[src/rtl/dram_cache_wr_arbiter.sv]
// Round-robin arbiter sharing the DRAM-cache write/fill channel among
// NUM_REQ requesters, with a one-entry registered output buffer.

`ifndef AXI_ADDR_WIDTH
`define AXI_ADDR_WIDTH 32
`endif
`ifndef AXI_DATA_WIDTH
`define AXI_DATA_WIDTH 64
`endif

module dram_cache_wr_arbiter #(
  parameter int unsigned NUM_REQ     = 3,
  parameter int unsigned ADDR_WIDTH  = `AXI_ADDR_WIDTH,
  parameter int unsigned DATA_WIDTH  = `AXI_DATA_WIDTH,
  parameter int unsigned WDATA_WIDTH = ADDR_WIDTH + DATA_WIDTH,
  parameter int unsigned SRC_WIDTH   = (NUM_REQ > 1) ? $clog2(NUM_REQ) : 1
) (
  input  logic                         clk,
  input  logic                         rst_n,
  input  logic [NUM_REQ-1:0]           req_valid_i,
  output logic [NUM_REQ-1:0]           req_ready_o,
  input  logic [NUM_REQ*WDATA_WIDTH-1:0] req_wdata_i,
  output logic                         valid_o,
  input  logic                         ready_i,
  output logic [WDATA_WIDTH-1:0]       wdata_o,
  output logic [SRC_WIDTH-1:0]         src_o
);

  // One spare bit so ptr + offset never overflows before the wrap subtract.
  localparam int unsigned IDX_W = SRC_WIDTH + 1;

  localparam logic [0:0] EMPTY = 1'b0;
  localparam logic [0:0] FULL  = 1'b1;

  // Elaboration-time parameter sanity.
  if (WDATA_WIDTH != ADDR_WIDTH + DATA_WIDTH) begin : g_bad_wdata_width
    $error("WDATA_WIDTH must equal ADDR_WIDTH + DATA_WIDTH");
  end
  if (NUM_REQ < 2 || NUM_REQ > 8) begin : g_bad_num_req
    $error("NUM_REQ must be in 2..8");
  end

  logic [0:0]             state, state_nxt;
  logic [SRC_WIDTH-1:0]   ptr, ptr_nxt;
  logic [WDATA_WIDTH-1:0] wdata_nxt;
  logic [SRC_WIDTH-1:0]   src_nxt;
  logic [SRC_WIDTH-1:0]   grant;
  logic                   grant_valid;
  logic                   load_en;
  logic [WDATA_WIDTH-1:0] wdata_sel;
  logic [IDX_W-1:0]       idx;

  // Rotating priority scan starting at ptr, wrapping modulo NUM_REQ.
  always_comb begin
    grant_valid = 1'b0;
    grant       = '0;
    idx         = '0;
    for (int unsigned k = 0; k < NUM_REQ; k++) begin
      idx = IDX_W'(ptr) + IDX_W'(k);
      if (idx >= IDX_W'(NUM_REQ)) begin
        idx = idx - IDX_W'(NUM_REQ);
      end
      if (!grant_valid && req_valid_i[idx[SRC_WIDTH-1:0]]) begin
        grant_valid = 1'b1;
        grant       = idx[SRC_WIDTH-1:0];
      end
    end
  end

  // Payload mux for the granted requester.
  always_comb begin
    wdata_sel = '0;
    for (int unsigned i = 0; i < NUM_REQ; i++) begin
      if (grant == SRC_WIDTH'(i)) begin
        wdata_sel = req_wdata_i[i*WDATA_WIDTH +: WDATA_WIDTH];
      end
    end
  end

  // Buffer can take a new beat when empty or when draining this cycle.
  assign load_en = (state == EMPTY) || ready_i;

  // Per-requester accept, one-hot at most; silenced during reset.
  always_comb begin
    req_ready_o = '0;
    for (int unsigned i = 0; i < NUM_REQ; i++) begin
      req_ready_o[i] = rst_n && load_en && grant_valid && (grant == SRC_WIDTH'(i));
    end
  end

  // Next-state for buffer occupancy, payload, source and priority pointer.
  always_comb begin
    state_nxt = state;
    ptr_nxt   = ptr;
    wdata_nxt = wdata_o;
    src_nxt   = src_o;
    if (load_en) begin
      if (grant_valid) begin
        state_nxt = FULL;
        wdata_nxt = wdata_sel;
        src_nxt   = grant;
        ptr_nxt   = (grant == SRC_WIDTH'(NUM_REQ - 1)) ? '0 : grant + SRC_WIDTH'(1);
      end else begin
        state_nxt = EMPTY;
      end
    end
  end

  // Registered state with synchronous active-low reset.
  always_ff @(posedge clk) begin
    if (!rst_n) begin
      state   <= EMPTY;
      ptr     <= '0;
      wdata_o <= '0;
      src_o   <= '0;
    end else begin
      state   <= state_nxt;
      ptr     <= ptr_nxt;
      wdata_o <= wdata_nxt;
      src_o   <= src_nxt;
    end
  end

  assign valid_o = (state == FULL);

endmodule
[config.mk]
export PLATFORM = sky130hd
export DESIGN_NAME = dram_cache_wr_arbiter
export DESIGN_NICKNAME = d
export VERILOG_FILES = /design/src/rtl/dram_cache_wr_arbiter.sv
export SDC_FILE = /design/constraint.sdc
export NUM_CORES = 1
export LEC_CHECK = 0
export CAP_MARGIN = 0
export CELL_PAD_IN_SITES_DETAIL_PLACEMENT = 1
export CELL_PAD_IN_SITES_GLOBAL_PLACEMENT = 2
export CORE_UTILIZATION = 16
export DETAILED_ROUTE_END_ITERATION = 8
export PLACE_DENSITY = 0.78
export SETUP_SLACK_MARGIN = 0.02
export SLEW_MARGIN = 20
export SYNTH_ARGS = -nofsm -noshare
export SYNTH_HDL_FRONTEND = slang
export SYNTH_SLANG_ARGS = --single-unit
[constraint.sdc]
create_clock -name clk -period 3.18 [get_ports clk]
set_clock_uncertainty 0.2 [all_clocks]
set_input_delay 0.795 -clock clk [delete_from_list [all_inputs] [get_ports clk]]
set_output_delay 0.795 -clock clk [all_outputs]
set_load 0.03 [all_outputs]
==> results.toml <==
[floorplanning]
die-width_um = 180
die_y_um = 180
core-area_um2 = 30900
io_pins = 396
floorplan.rows = 64
start_util_pct = 16.5
die-area_um2 = 32500

[yosys]
ys_types = 37
syn-num-nets = 817
synth.top_cells.by_area = "sky130_fd_sc_hd__dfxtp_1, sky130_fd_sc_hd__mux2i_1, sky130_fd_sc_hd__a32oi_1"
yosysSeqAreaShare_pct = 39.7
yosysWarningCount = 0
synth_enable_flop_cells = 0
synth_area_um2 = 5090
synth.ff_latch_count = 101
avgSynthCellArea_um2 = 9.80
yosys-top-cells-count = "sky130_fd_sc_hd__dfxtp_1, sky130_fd_sc_hd__mux2i_1, sky130_fd_sc_hd__a32oi_1"
synth-async-reset-ratio_pct = 0
synth.largest_area_cell = "sky130_fd_sc_hd__dfxtp_1"
yosys_most_used_dff = "sky130_fd_sc_hd__dfxtp_1"
syn-instance-count = 519
yosysMostFrequentCell = "sky130_fd_sc_hd__dfxtp_1"
synth_largest_type_area_fraction_pct = 39.7

[grt]
gr-total-overflow = 0
grt_pass1_wl_mm = 36.6
grt_use_total_pct = 14.6
initial_antenna_violation_count = 0
grt_start_max_net_pins = 55
first_global_vias = 6199

[critical_path]
critPathArrivalTime_ns = 2.33
cp_cell_sequence = "ha_4 > buf_6 > nor2b_4 > a32oi_2 > buf_4 > buf_4 > a211oi_2 > o21ai_4 > nand2_4 > nor2_4 > buf_6"
critical_path.n_buffers_inverters = 4
critical-path-slowest-cell = "sky130_fd_sc_hd__a211oi_2"
crit_family = "compound AO/OA/AOI/OAI gates"
worstRegToRegCells = 11
delay_contributed_by_the_slowest_stage_of_the_critical_path_ns = 0.40
cp.required_ns = 2.18
timing.critical_path.to_type = "output pin"
crit_fanout = 6
reg2reg_to = "wdata_o[26]"
worstSetupPathDepth = 11
ff2ff_setup_slack_ns = 0.16
start_to_end_type_of_the_worst_setup_path = "reg -> out"
r2r-start = "ptr[1]"
start_kind = "flop"

[clock_tree]
clock-sinks = 101
cts_max_path_buffers = 2
clkLatencyLatePin_ns = 0.35
worst_setup_hold_path_clk_slew_ns = 0.08
ctsHoldBuffers = 0
htree_levels = 3
cts_root_buf = "sky130_fd_sc_hd__clkbuf_16"
cts_tree = "built"
cts_inserted_buffers = 9

[power_and_ir_drop]
cellLeakagePower_nw = 4.04
power.sequential.fraction_pct = 21.1
pwr-share-clk_pct = 11.9
cellPowerDensity_nw_per_um2 = 1040
irDropWorstVdd_mv = 0.666
power.share.switching_pct = 45.5
report.power.total_mw = 10.6
internal_power_mw = 5.81
comb_power_share_pct = 67.0
switching_power_mw = 4.84

[worst_hold_path]
min_delay_path_depth = 1
worst_hold_path_type = "reg -> reg"
hp-start = "src_o[1]"
hold-path-endpoint = "src_o[1]"

[drt]
detail_route.first_pass.iterations = 4
detail_route.drc_violations = 0
first_iter_violations = 196
ant_nets = 0
route.detailed.wl_per_inst_um = 19.1
routed_wirelength_mm = 25.2
dr_total_vias = 5854
avgViaCountPerCell = 4.43

[sta]
final_critical_period_ns = 3.32
setup_total_negative_slack_ns = -0.308
report.final.setup_viol = 3
timing_limited_maximum_frequency_ghz = 0.301
slew_violations = 0
setup_repair_after_global_routing_missed_its_margin = "yes"
timing.slew.headroom_pct = 62.4
final.hold.worst_slack_ns = 0.252
hold_viol = 0
post_route_clock_period_utilization_pct = 104
worst_pin_slew_ns = 0.565
setup_slack_ns = -0.141

[place]
finalWeightedCongestion = 0.774
buffer_ports.inserted = 395
dpl.hpwl_mm = 18.3

[finish]
final_nets = 1220
antenna_cells_inserted = 0
synthToLayoutAreaGrowth_pct = 102
layout-drive-gt1-share_pct = 10.8

[outcome]
violated_checks = "setup timing"
status = "complete, but fails checks"

[run]
maxCapViolCount = 0
## what timing repair did
| item | in CTS | in global routing |
|---|---|---|
| endpoints found under the setup margin | 3 | 93 |
| cloned | 0 | 5 |
| gates resized for setup | 27 | 13 |
| pin swaps | 13 | 5 |
| buffers inserted | 10 | 6 |
## sequential cells by signal, indices dropped and copies added, names as in the netlist
signal   count
valid_o      1
wdata_o     96
ptr          2
src_o        2
## layout by cell type (no fill, tap or decap), drive strengths merged, types with 2 or more instances in the layout
cell type	n
mux2i	99
nor2	2
nor2b	3
clkbuf	15
dfxtp	101
o21ai	73
dlygate4sd2	2
bufinv	2
o221ai	28
clkdlybuf4s50	389
and2	2
buf	46
nand3b	2
ha	4
o21a	2
inv	34
nand2b	3
a32oi	69
nand2	36
## cell families after synthesis
logic type                 after synthesis  synth area share [%]
AOI/OAI and AO/OA                      179                  26.0
DFF                                    101                  39.7
muxes                                   99                  19.5
buffers and inverters                   83                  8.73
and+or+nand+nor                         53                  5.02
adders and majority gates                4                 0.984
## stage by stage
stage               util, %  cell area, um^2  setup WS, ns  std cells
global route           33.2            10300        -0.257       1322
floorplan                 -             5110       -0.0763        519
finish                 33.2            10300        -0.141       1322
CTS                    32.6            10100        -0.132       1315
detailed placement     31.0             9600        -0.440       1290
global placement       31.0             9600        -0.413       1290
## power groups by stage
stage               sequential, mW  clock [mW]  combinational [mW]
detailed placement            2.26           0                6.79
global route                  2.33        1.38                7.59
finish                        2.25        1.27                7.13
global placement              2.23           0                6.74
CTS                           2.25        1.34                7.00
floorplan                     3.38           0                3.00
## worst max path at each step
stage,from,to
floorplan,req_valid_i[0],req_ready_o[0]
global placement,req_valid_i[1],req_ready_o[2]
detailed placement,req_valid_i[1],req_ready_o[2]
CTS,ptr[1],req_ready_o[1]
global route,ptr[0],req_ready_o[0]
finish,ptr[1],req_ready_o[0]
## layout make-up
type | count | area (um^2)
multi-input cells | 335 | 2760
inverters | 32 | 123
fillers | 3484 | 20600
well taps | 396 | 495
flip-flops and latches | 101 | 2030
clock buffers | 10 | 239
clock inverters | 5 | 82.6
repair buffers | 443 | 4540
## metal layers
| layer | track usage (%) | vias to the layer above | share of wire (%) |
|---|---|---|---|
| met4 | 4.44 | 0 | 1.4 |
| met1 | 16.1 | 2772 | 40 |
| li1 | - | 2791 | - |
| met3 | 4.51 | 17 | 8.4 |
| met5 | 0 | - | 0 |
| met2 | 26.5 | 274 | 50 |
Power figures use the tool's default switching activity.
